## config.mk

```make
export PLATFORM = sky130hd
export DESIGN_NAME = pa_f_spsram_bist
export DESIGN_NICKNAME = d
export VERILOG_FILES = /design/src/rtl/pa_f_spsram_bist.sv
export SDC_FILE = /design/constraint.sdc
export NUM_CORES = 1
export LEC_CHECK = 0
export CORE_MARGIN = 3
export CORE_UTILIZATION = 31
export DETAILED_ROUTE_END_ITERATION = 10
export PLACE_DENSITY = 0.75
export REMOVE_ABC_BUFFERS = 1
export SYNTH_ARGS = -nofsm -noshare
export SYNTH_HDL_FRONTEND = slang
export SYNTH_SLANG_ARGS = --single-unit
```

## constraint.sdc

```tcl
create_clock -name CLK -period 2.8 [get_ports CLK]
set_clock_uncertainty 0.15 [all_clocks]
set_input_delay 0.56 -clock CLK [delete_from_list [all_inputs] [get_ports CLK]]
set_output_delay 0.56 -clock CLK [all_outputs]
set_load 0.005 [all_outputs]
```

## src/rtl/pa_f_spsram_bist.sv

```systemverilog
// March C- BIST controller for the 256x40 single-port SRAM macro, with functional passthrough when idle.
// Optional diagnostics (fail count, first-fail bit map) are enabled by defining PA_F_SPSRAM_BIST_DIAG_EN.
module pa_f_spsram_bist #(
   parameter int ADDR_WIDTH = 8,
   parameter int DATA_WIDTH = 40
) (
   input  logic                  CLK,
   input  logic                  RST,
   input  logic                  bist_start,
   output logic                  bist_busy,
   output logic                  bist_done,
   output logic                  bist_fail,
   output logic [ADDR_WIDTH-1:0] bist_fail_addr,
   output logic [2:0]            bist_fail_elem,
`ifdef PA_F_SPSRAM_BIST_DIAG_EN
   output logic [7:0]            bist_fail_cnt,
   output logic [DATA_WIDTH-1:0] bist_fail_bits,
`endif
   input  logic [ADDR_WIDTH-1:0] func_a,
   input  logic                  func_cen,
   input  logic [DATA_WIDTH-1:0] func_d,
   input  logic                  func_gwen,
   input  logic [DATA_WIDTH-1:0] func_wen,
   output logic [DATA_WIDTH-1:0] func_q,
   output logic [ADDR_WIDTH-1:0] A,
   output logic                  CEN,
   output logic [DATA_WIDTH-1:0] D,
   output logic                  GWEN,
   output logic [DATA_WIDTH-1:0] WEN,
   input  logic [DATA_WIDTH-1:0] Q
);

   typedef enum logic [1:0] {ST_IDLE = 2'd0, ST_RUN = 2'd1, ST_DRAIN = 2'd2, ST_DONE = 2'd3} state_t;

   localparam logic [ADDR_WIDTH-1:0] ADDR_MAX  = {ADDR_WIDTH{1'b1}};
   localparam logic [ADDR_WIDTH-1:0] ADDR_ZERO = {ADDR_WIDTH{1'b0}};
   localparam logic [ADDR_WIDTH-1:0] ADDR_ONE  = {{(ADDR_WIDTH-1){1'b0}}, 1'b1};
   localparam logic [DATA_WIDTH-1:0] ALL_ONE   = {DATA_WIDTH{1'b1}};
   localparam logic [DATA_WIDTH-1:0] ALL_ZERO  = {DATA_WIDTH{1'b0}};

   state_t                  state_r;
   logic [ADDR_WIDTH-1:0]   addr_r;
   logic [2:0]              elem_r;
   logic                    phase_r;
   logic                    cmp_vld_r;
   logic [DATA_WIDTH-1:0]   cmp_exp_r;
   logic [ADDR_WIDTH-1:0]   cmp_addr_r;
   logic [2:0]              cmp_elem_r;

   logic                    rd_s;
   logic                    wr_one_s;
   logic                    exp_one_s;
   logic                    down_s;
   logic                    single_s;
   logic                    last_op_s;
   logic                    term_s;
   logic [2:0]              nxt_elem_s;
   logic [ADDR_WIDTH-1:0]   nxt_start_s;
   logic                    run_s;

   // Decode the current march element into operation type, data polarity and sweep direction.
   always_comb begin
      rd_s      = 1'b0;
      wr_one_s  = 1'b0;
      exp_one_s = 1'b0;
      down_s    = 1'b0;
      single_s  = 1'b0;
      case (elem_r)
         3'd0: single_s = 1'b1;
         3'd1: begin rd_s = ~phase_r; wr_one_s = 1'b1; end
         3'd2: begin rd_s = ~phase_r; exp_one_s = 1'b1; end
         3'd3: begin rd_s = ~phase_r; wr_one_s = 1'b1; down_s = 1'b1; end
         3'd4: begin rd_s = ~phase_r; exp_one_s = 1'b1; down_s = 1'b1; end
         3'd5: begin rd_s = 1'b1; single_s = 1'b1; end
         default: single_s = 1'b1;
      endcase
      last_op_s   = single_s | phase_r;
      term_s      = down_s ? (addr_r == ADDR_ZERO) : (addr_r == ADDR_MAX);
      nxt_elem_s  = elem_r + 3'd1;
      nxt_start_s = ((nxt_elem_s == 3'd3) || (nxt_elem_s == 3'd4)) ? ADDR_MAX : ADDR_ZERO;
      run_s       = (state_r == ST_RUN);
   end

   // SRAM port mux: functional side when idle, controller otherwise (CEN high during drain).
   always_comb begin
      if (bist_busy) begin
         A    = addr_r;
         CEN  = ~run_s;
         D    = wr_one_s ? ALL_ONE : ALL_ZERO;
         GWEN = rd_s | ~run_s;
         WEN  = ALL_ZERO;
      end else begin
         A    = func_a;
         CEN  = func_cen;
         D    = func_d;
         GWEN = func_gwen;
         WEN  = func_wen;
      end
   end

   assign func_q = Q;

   // Controller FSM, address/element sequencing and one-stage read compare pipe.
   always_ff @(posedge CLK or posedge RST) begin
      if (RST) begin
         state_r        <= ST_IDLE;
         bist_busy      <= 1'b0;
         bist_done      <= 1'b0;
         bist_fail      <= 1'b0;
         bist_fail_addr <= ADDR_ZERO;
         bist_fail_elem <= 3'd0;
         addr_r         <= ADDR_ZERO;
         elem_r         <= 3'd0;
         phase_r        <= 1'b0;
         cmp_vld_r      <= 1'b0;
         cmp_exp_r      <= ALL_ZERO;
         cmp_addr_r     <= ADDR_ZERO;
         cmp_elem_r     <= 3'd0;
`ifdef PA_F_SPSRAM_BIST_DIAG_EN
         bist_fail_cnt  <= 8'd0;
         bist_fail_bits <= ALL_ZERO;
`endif
      end else begin
         if (cmp_vld_r && (Q != cmp_exp_r)) begin
            bist_fail <= 1'b1;
            if (!bist_fail) begin
               bist_fail_addr <= cmp_addr_r;
               bist_fail_elem <= cmp_elem_r;
`ifdef PA_F_SPSRAM_BIST_DIAG_EN
               bist_fail_bits <= Q ^ cmp_exp_r;
`endif
            end
`ifdef PA_F_SPSRAM_BIST_DIAG_EN
            if (bist_fail_cnt != 8'hFF) begin
               bist_fail_cnt <= bist_fail_cnt + 8'd1;
            end
`endif
         end
         cmp_vld_r <= 1'b0;
         case (state_r)
            ST_IDLE, ST_DONE: begin
               // Start clears results; placed after the compare so it takes precedence.
               if (bist_start) begin
                  state_r        <= ST_RUN;
                  bist_busy      <= 1'b1;
                  bist_done      <= 1'b0;
                  bist_fail      <= 1'b0;
                  bist_fail_addr <= ADDR_ZERO;
                  bist_fail_elem <= 3'd0;
                  addr_r         <= ADDR_ZERO;
                  elem_r         <= 3'd0;
                  phase_r        <= 1'b0;
`ifdef PA_F_SPSRAM_BIST_DIAG_EN
                  bist_fail_cnt  <= 8'd0;
                  bist_fail_bits <= ALL_ZERO;
`endif
               end
            end
            ST_RUN: begin
               cmp_vld_r  <= rd_s;
               cmp_exp_r  <= exp_one_s ? ALL_ONE : ALL_ZERO;
               cmp_addr_r <= addr_r;
               cmp_elem_r <= elem_r;
               if (!last_op_s) begin
                  phase_r <= 1'b1;
               end else begin
                  phase_r <= 1'b0;
                  if (term_s) begin
                     if (elem_r == 3'd5) begin
                        state_r <= ST_DRAIN;
                     end else begin
                        elem_r <= nxt_elem_s;
                        addr_r <= nxt_start_s;
                     end
                  end else begin
                     addr_r <= down_s ? (addr_r - ADDR_ONE) : (addr_r + ADDR_ONE);
                  end
               end
            end
            ST_DRAIN: begin
               state_r   <= ST_DONE;
               bist_busy <= 1'b0;
               bist_done <= 1'b1;
            end
            default: begin
               state_r   <= ST_IDLE;
               bist_busy <= 1'b0;
            end
         endcase
      end
   end

endmodule
```

Word level (Yosys, flattened, before mapping)
Cells that the tools add are included.
W data, S select, Z words.
{ "totals": {"regBits": 80, "input_bits": 133, "out_inout_bits": 144, "elab_cells": 102} }
{ "classes": {"add_sub_neg": 3, "eq_ne": 18, "muxes": 48, "bitwise_logic": 4, "reduce_logical": 16} }
{ "op_table": {"columns": ["operator", "count"], "rows": [
  ["$mux W40", 4],
  ["$mux W8", 11],
  ["$ne A40 B40 Y1", 1],
  ["$mux W3", 8],
  ["$pmux W8 S2", 1],
  ["$mux W1", 14],
  ["$eq A3 B2 Y1 const B", 3],
  ["$eq A3 B3 Y1 const B", 3],
  ["$add A8 B1 Y8 const B", 1],
  ["$eq A8 B8 Y1 const B", 1],
  ["$logic_not A8 Y1", 1],
  ["$mux W2", 4],
  ["$ne A2 B2 Y1 const B", 4],
  ["$pmux W1 S2", 4],
  ["$reduce_and A4 Y1", 2],
  ["$reduce_or A2 Y1", 4],
  ["$sub A8 B1 Y8 const B", 1],
  ["$pmux W2 S3", 1],
  ["$pmux W3 S2", 1],
  ["$reduce_and A5 Y1", 1],
  ["$eq A2 B2 Y1 const B", 2],
  ["$reduce_and A2 Y1", 2],
  ["$reduce_bool A2 Y1", 2],
  ["$reduce_or A4 Y1", 1],
  ["10 further kinds", 12]
]} }

Depth between registers and ports, before layout
Gate-level depths: netlist (run 1).
{ "depth": {"depth_word": 8, "ltp_mapped": 11, "ltp_nobuf": 11} }

Least setup slack after synthesis (run 1)
Ideal clock, no wire load.
{ "synth_path": {"path_kind": "register to register", "from": "register elem_r[0]", "to": "register addr_r[7]", "setup_ns": 0.126, "arrival_time_ns": 2.404, "required_time_ns": 2.524, "slack_ns": 0.120, "path_stages_with_launch": 10, "path_buffers": 0, "period_less_slack_ns": 2.680, "cell_sequence": "dfrtp_1 > inv_1 > ha_1 > mux2_2 > ha_1 > a211oi_1 > o21ai_0 > a31oi_1 > o311ai_0 > a221o_1"} }
{ "synth_between": {"elab_chain_len": 8, "elab_cells_between_ends": 24, "classes_between": "1 x add/sub; 9 x eq/ne; 9 x mux; 1 x bitwise; 4 x reduce/logical"} }
{ "synth_lines": {"columns": ["element", "line", "source"], "rows": [
  ["start, declared", "43", "logic [2:0] elem_r;"],
  ["start signal, assigned", "172", "elem_r <= nxt_elem_s;"],
  ["$add A3 B1 Y3", "79", "nxt_elem_s = elem_r + 3'd1;"],
  ["$eq A3 B2 Y1 / $eq A3 B3 Y1 (equally long branches)", "80", "nxt_start_s = ((nxt_elem_s == 3'd3) || (nxt_elem_s == 3'd4)) ? ADDR_MAX : ADDR_ZERO;"],
  ["$logic_or A1 B1 Y1", "80", null],
  ["$mux W8", "80", null],
  ["$mux W8", "169", "if (elem_r == 3'd5) begin"],
  ["$mux W8", "168", "if (term_s) begin"],
  ["$mux W8", "164", "if (!last_op_s) begin"],
  ["$pmux W8 S2", "140", "case (state_r)"],
  ["end signal, assigned", "173", "addr_r <= nxt_start_s;"],
  ["end signal, assigned", "176", "addr_r <= down_s ? (addr_r - ADDR_ONE) : (addr_r + ADDR_ONE);"],
  ["end, declared", "42", "logic [ADDR_WIDTH-1:0] addr_r;"]
]} }
Parallel ways exist; a longest one is shown, timed or not. The select of a mux whose other input is x is not followed.
A chain may end at the register's enable or synchronous reset.

Worst setup path after layout (run 1)
{ "layout_path": {"from": "register elem_r[1]", "to": "register addr_r[6]"} }
Same word-level chain as after synthesis.

==> results of run 1 <==
-- registers in the layout, summed over array words and instances, names as in the netlist --
| signal | flops |
|---|---|
| phase_r | 1 |
| bist_busy | 1 |
| bist_done | 1 |
| cmp_elem_r | 3 |
| cmp_vld_r | 1 |
| bist_fail | 1 |
| state_r | 2 |
| cmp_exp_r | 1 |
| bist_fail_elem | 3 |
| elem_r | 3 |
| bist_fail_addr | 8 |
| cmp_addr_r | 8 |
| addr_r | 8 |
-- through the flow --
stage | setup TNS [ns] | area, sq um | utilization, % | total power, mW | hold slack (ns)
after floorplan | -32.54 | 3130 | - | 2.34 | 0.324
after global placement | -1.48 | 6250 | 56.9 | 4.14 | 0.340
after detailed placement | -2.01 | 6250 | 56.9 | 4.22 | 0.348
after CTS | 0 | 6400 | 58.3 | 4.80 | 0.361
after global routing | -0.0715 | 6480 | 59.0 | 5.21 | 0.379
final | 0 | 6480 | 59.0 | 4.82 | 0.359
-- final cells by class --
cell class	count	share of cell area, %
timing repair buffer	300	45.8
multi-input combinational	288	30.3
sequential	41	15.9
inverter	53	3.07
tap	140	2.70
clock buffer	5	1.93
clock inverter	3	0.270
-- layer usage --
| metal | up-vias | global-route usage (%) | wire (um) |
|---|---|---|---|
| li1 | 1959 | - | - |
| met1 | 1789 | 22.2 | 4910 |
| met2 | 158 | 35.0 | 6610 |
| met3 | 20 | 5.77 | 1000 |
| met4 | 0 | 3.85 | 161 |
| met5 | - | 0 | 0 |
-- kinds of logic (layout without fill, tap and decap cells) --
family | after synthesis | count (layout)
adder cells (fa/ha/maj) | 14 | 14
flip-flops | 41 | 41
buffers and inverters | 116 | 361
XOR/XNOR | 3 | 3
multiplexers | 34 | 34
AO/OA/AOI/OAI | 98 | 98
AND/OR/NAND/NOR | 139 | 139
-- how the worst max path moves through the flow --
stage,end,depth (start not counted)
detailed placement,bist_fail_addr[4],8
floorplan,D[0],2
CTS,addr_r[7],10
finish,addr_r[6],11
global placement,bist_fail_addr[2],8
global route,addr_r[7],9
-- layout by cell type, fill, tap and decap left out, drive strengths merged, types with 3 or more instances in the layout --
cell and n:
nor2 25, ha 13, inv 53, buf 24
and3 3, or4 3, nor2b 44, nand3 8
nor4 8, xor2 3, mux2 19, or3 3
nor3 14, clkdlybuf4s50 274, o21ai 61, clkbuf 5
mux2i 15, a31oi 5, dfrtp 41, a21oi 9
nand2 16, nand4 7
-- report_power, final --
| part | leakage (nW) | switching [mW] | internal [mW] |
|---|---|---|---|
| Clock | 0.0696 | 0.231 | 0.326 |
| Combinational | 2.14 | 1.38 | 1.86 |
| Sequential | 0.549 | 0.217 | 0.793 |
| Total | 2.76 | 1.83 | 2.98 |
-- timing repair --
action,in CTS,in global routing
resized for setup,5,12
endpoints found under the setup margin,3,7
pin swaps,0,2
setup buffers,0,3
hold buffers,0,0
==> out/metrics.cfg, run 1 <==
[placed_design]
dp_slack_ns=-0.209
place.gp.congestion=0.871
io_buffers=276
hpwl_um=10400
dpl.cell_count=819

[sta]
final.setup.worst_slack_ns=0.0807
finalCriticalPeriod_ns=2.72
hold_viol_final=0
timing.final.crit_share_pct=97.1
setup_violations=0
worst_slew_pin_slew_ns=0.528
rsz0062_at_grt=yes
finalMaxSlewViolations=0
max_freq_mhz=368
relSlewSlack_pct=64.8

[final_layout]
antenna_cells=0
layout.nets=836
multi_input_area_sq_mm=0.00197
fill_cells=961
drive_gt1_share_pct=9.42
stdcell_count=830
final-seq-area_sq_mm=0.00103
areaGrowthSynthToFinish_pct=83.9

[clock_network]
htreeDepth=2
clk_path_buf_depth=2
clk_latency_ns=0.28
clk_pin_slew_ns=0.06
cts_tree=done
cts.sinks=41
clock-root-buffer=clkbuf_16
cts_made_buffers=5

[hold_path]
hold_path_class=flip-flop to flip-flop
whs_path_depth=1
hold_path_startpoint=cmp_addr_r[2]
min_to=cmp_addr_r[2]

[synthesis]
synth-simple-area-share_pct=21.3
yosysTopAreaCell=dfrtp_1
yosysMostFrequentCell=o21ai_0
synth_top_family_by_area=simple AND/OR/NAND/NOR gates
synth_edf_count=0
synthDominantCellAreaShare_pct=29.1
synthArstFlopShare_pct=100
synth_seq_cells=41
dominantRegCellSynth=dfrtp_1
synth_compound_area_share_pct=16.3
synth_area_sq_mm=0.00352
synthAdderAreaFrac_pct=5.19
synth_mux_area_share_pct=10.3
ys_seq_area_share_pct=29.1
syn_area_per_cell_sq_um=7.91
synthTopCellsByCount=o21ai_0, inv_1, nor2b_1
ys_warn_count=0
yosysUniqueCellTypes=49
synth-xor-area-share_pct=0.746
postSynthCellCount=445
synthTopCellsByArea=dfrtp_1, buf_4, o21ai_0, nor2b_1, mux2_2

[routing]
vias=3926
drt_iter0_drc=196
viasPerCell=4.73
ant_nets=0
drc=0
drt-pass1-iter-count=4
detail_route.wl_per_cell_um=15.3
routed_wl_um=12700

[critical_path]
cp_cell_sequence=inv_1, ha_1, mux2_4, buf_4, ha_4, inv_1, and3_1, a211o_1, a311oi_2, o21ai_1, a22o_1
path_max_fanout=8
critPathKind=flip-flop to flip-flop
cp.required_ns=2.82
cpMaxStageDelayCell=dfrtp_1
path_buf_inv=3
cpMostUsedCell=inv_1
setup.worst_path.start=elem_r[1]
ff2ff_setup_slack_ns=0.08
r2r-start=elem_r[1]
r2r-end=addr_r[6]
crit_arrival_ns=2.74
startpoint_type=flip-flop
crit_family=compound AO/OA/AOI/OAI gates
cp-end-kind=flip-flop
ff2ff_path_depth=11
cpPeakStageDelay_ns=0.39

[grt]
grt_pass1_vias=3996
grt_pass1_wl_um=20200
grt_usage_pct=19.2
antenna_found_initial=0
grt_remaining_overflow=0
grt_max_degree=56

[floorplan]
fp.dieW_um=113
die-area_sq_mm=0.0127
core-area_sq_mm=0.0110
die_h_um=113
start_util_pct=32.1
row_count=38
io_pins=277

[run]
maxCapViolations=0

[power_and_ir_drop]
total_leakage_power_nw=2.76
irDropWorstVdd_mv=0.473
powerDensity_mw_per_mm2=743

[run_status]
outcome=complete, no violations

Power figures use the tool's default switching activity.
==> run 2, diff against run 1 <==
--- a/config.mk
+++ b/config.mk
@@ -6,9 +6,9 @@
 export NUM_CORES = 1
 export LEC_CHECK = 0
 export CORE_MARGIN = 3
-export CORE_UTILIZATION = 31
+export CORE_UTILIZATION = 34
 export DETAILED_ROUTE_END_ITERATION = 10
-export PLACE_DENSITY = 0.75
+export PLACE_DENSITY = 0.78
 export REMOVE_ABC_BUFFERS = 1
 export SYNTH_ARGS = -nofsm -noshare
 export SYNTH_HDL_FRONTEND = slang
==> constraint.sdc (replaced) <==
create_clock -name CLK -period 2.6 [get_ports CLK]
set_clock_uncertainty 0.15 [all_clocks]
set_input_delay 0.52 -clock CLK [delete_from_list [all_inputs] [get_ports CLK]]
set_output_delay 0.52 -clock CLK [all_outputs]
set_load 0.005 [all_outputs]
==> out/metrics.cfg, run 2 (synthesis results as in run 1) <==
[floorplan]
fp.dieW_um=108  ; -4.3%
core-area_sq_mm=0.00991  ; -9.8%
io_pins=277  ; unchanged
die_h_um=108  ; -4.3%
row_count=36  ; -5.3%
start_util_pct=35.5  ; +3.5 points
die-area_sq_mm=0.0116  ; -8.4%

[sta]
max_freq_mhz=372  ; +1.3%
fin_setup_tns_ns=-0.150  ; -0.150 ns
relSlewSlack_pct=54.2  ; -11 points
finalCriticalPeriod_ns=2.69  ; -0.0338 ns
timing.final.crit_share_pct=103  ; +6.2 points
holdWs_ns=0.365  ; +0.00596 ns
final.setup.worst_slack_ns=-0.0855  ; -0.166 ns
hold_viol_final=0  ; unchanged
setup_violations=4  ; +4
rsz0062_at_grt=yes
worst_slew_pin_slew_ns=0.687  ; +0.159 ns
finalMaxSlewViolations=0  ; unchanged

[grt]
antenna_found_initial=0  ; unchanged
gr-usage-met1_pct=26.7  ; +4.5 points
grt_max_degree=49  ; -13%
grt_usage_pct=23.3  ; +4.1 points
met3_usage_pct=5.46  ; -0.31 points
grt_remaining_overflow=0  ; unchanged
use_met2_pct=41.9  ; +6.9 points
grt.busiest_layer=met2
grt_pass1_vias=4212  ; +5.4%
grt_pass1_wl_um=21500  ; +6.5%

[final_layout]
final_common_cell=clkdlybuf4s50_1
top_regs=addr_r: 8 flops, bist_fail_addr: 8 flops, cmp_addr_r: 8 flops
mostFrequentLayoutCells=clkdlybuf4s50_1, o21ai_0, buf_4
final_util_pct=70.7  ; +12 points
drive_gt1_share_pct=16.8  ; +7.3 points
antenna_cells=0  ; unchanged
fill_cells=755  ; -21%
areaGrowthSynthToFinish_pct=98.8
layout.nets=874  ; +4.5%

[power_and_ir_drop]
irDropWorstVdd_mv=0.608  ; +29%
p_int_mw=3.47  ; +16%
sw_frac_of_total_pct=38.6  ; +0.57 points
powerDensity_mw_per_mm2=809  ; +8.8%
clkPwrFrac_pct=11.2  ; -0.4 points
fin_total_pwr_mw=5.66  ; +18%
pwr-share-comb_pct=69.7  ; +2.3 points
seqPwrFrac_pct=19.1  ; -1.9 points
p_switching_mw=2.19  ; +19%
total_leakage_power_nw=3.46  ; +25%

[hold_path]
hold_path_startpoint=cmp_addr_r[5]
whs_path_depth=1  ; unchanged
min_to=cmp_addr_r[5]
hold_path_class=flip-flop to flip-flop

[critical_path]
path_max_fanout=4  ; -4
cp-end-kind=flip-flop
path_buf_inv=1  ; -2
cpPeakStageDelay_ns=0.44  ; +0.05 ns
startpoint_type=flip-flop
cp_cell_sequence=inv_2, ha_4, mux2_4, ha_1, nor2b_1, o21a_1, o2111a_1, a311oi_2, o21ai_1, a22o_1
cp.required_ns=2.65  ; -0.17 ns
critPathKind=flip-flop to flip-flop
r2r-start=elem_r[1]
ff2ff_setup_slack_ns=-0.09  ; -0.17 ns
crit_family=compound AO/OA/AOI/OAI gates
cpMaxStageDelayCell=dfrtp_2
crit_arrival_ns=2.74  ; about the same
r2r-end=addr_r[6]
ff2ff_path_depth=10  ; -1

[routing]
routed_wl_um=15300  ; +21%
drc=0  ; unchanged
detail_route.wl_per_cell_um=17.8  ; +17%
ant_nets=0  ; unchanged
viasPerCell=4.92  ; +4.1%
vias=4240  ; +8.0%
drt_iter0_drc=341  ; +74%
drt-pass1-iter-count=6  ; +2

[clock_network]
cts_tree=done
clk_latency_ns=0.31  ; +0.03 ns
clock-root-buffer=clkbuf_8
clk_pin_slew_ns=0.09  ; +0.03 ns
clk_path_buf_depth=2  ; unchanged
htreeDepth=2  ; unchanged
cts.sinks=41  ; unchanged
cts_made_buffers=5  ; unchanged

[run_status]
outcome=complete, but fails checks
violations=setup timing

[placed_design]
io_buffers=276  ; unchanged
place.gp.congestion=0.916  ; +5.2%
dp_slack_ns=-0.425  ; -0.215 ns
hpwl_um=11600  ; +12%

[run]
maxCapViolations=0  ; unchanged

## run 2: through the flow
stage                     instance area [sq um]  instances
after floorplan                            3130        382
after global routing                       7000        861
after detailed placement                   6470        841
after CTS                                  6780        857
after global placement                     6470        841
final                                      7000        861
## run 2: layer usage
layer  vias up  part of all wire, %
met3        52                  7.4
met4         0                  3.8
met5         -                    0
li1       2039                    -
met2       197                   51
met1      1952                   38
## run 2: cell type report
cell class                      count  area, sq um  area share, %
Sequential cell                    41         1030           14.7
Clock inverter                      3         68.8          0.983
Inverter                           53          199           2.84
Timing Repair Buffer              338         3380           48.3
Clock buffer                        5         68.8          0.983
Tap cell                          133          166           2.38
Multi-Input combinational cell    288         2080           29.8
## run 2: what timing repair did
| item | CTS | global route |
|---|---|---|
| hold buffers | 0 | 0 |
| setup endpoints to repair | 24 | 54 |
| setup buffers | 8 | 3 |
| cloned | 0 | 1 |
| pin swaps | 15 | 6 |
| resized for setup | 40 | 53 |
## run 2: worst max path at each step
stage                         start                end  slack, ns  cells past startpoint
after detailed placement      Q[26]  bist_fail_addr[0]      -0.42                      8
after global routing      elem_r[1]          addr_r[6]      -0.15                     10
after global placement        Q[26]  bist_fail_elem[0]      -0.28                      8
final                     elem_r[1]          addr_r[6]      -0.09                     10
after CTS                 elem_r[2]              D[35]     0.0003                      5
after floorplan           bist_busy               D[0]      -0.97                      2
## run 2: worst reg2reg max path, stage by stage, from the launching register on
cell and delay [ns]:
dfrtp_2 0.44, inv_2 0.08, ha_4 0.16, mux2_4 0.30, ha_1 0.34, nor2b_1 0.15, o21a_1 0.20, o2111a_1 0.26
a311oi_2 0.20, o21ai_1 0.11, a22o_1 0.20
## run 2: power groups by stage
stage	combinational [mW]	clock [mW]	sequential [mW]
floorplan	1.41	0	1.11
global placement	3.58	0	1.07
detailed placement	3.67	0	1.09
CTS	3.81	0.643	1.07
global route	4.25	0.669	1.12
finish	3.95	0.634	1.08
==> run 3, diff against run 2 <==
--- a/config.mk
+++ b/config.mk
@@ -8,6 +8,7 @@
 export CORE_MARGIN = 3
 export CORE_UTILIZATION = 34
 export DETAILED_ROUTE_END_ITERATION = 10
+export GPL_ROUTABILITY_DRIVEN = 1
 export PLACE_DENSITY = 0.78
 export REMOVE_ABC_BUFFERS = 1
 export SYNTH_ARGS = -nofsm -noshare
==> results of run 3 <==
The final DEF is identical to that of run 2; final timing and power are the same.
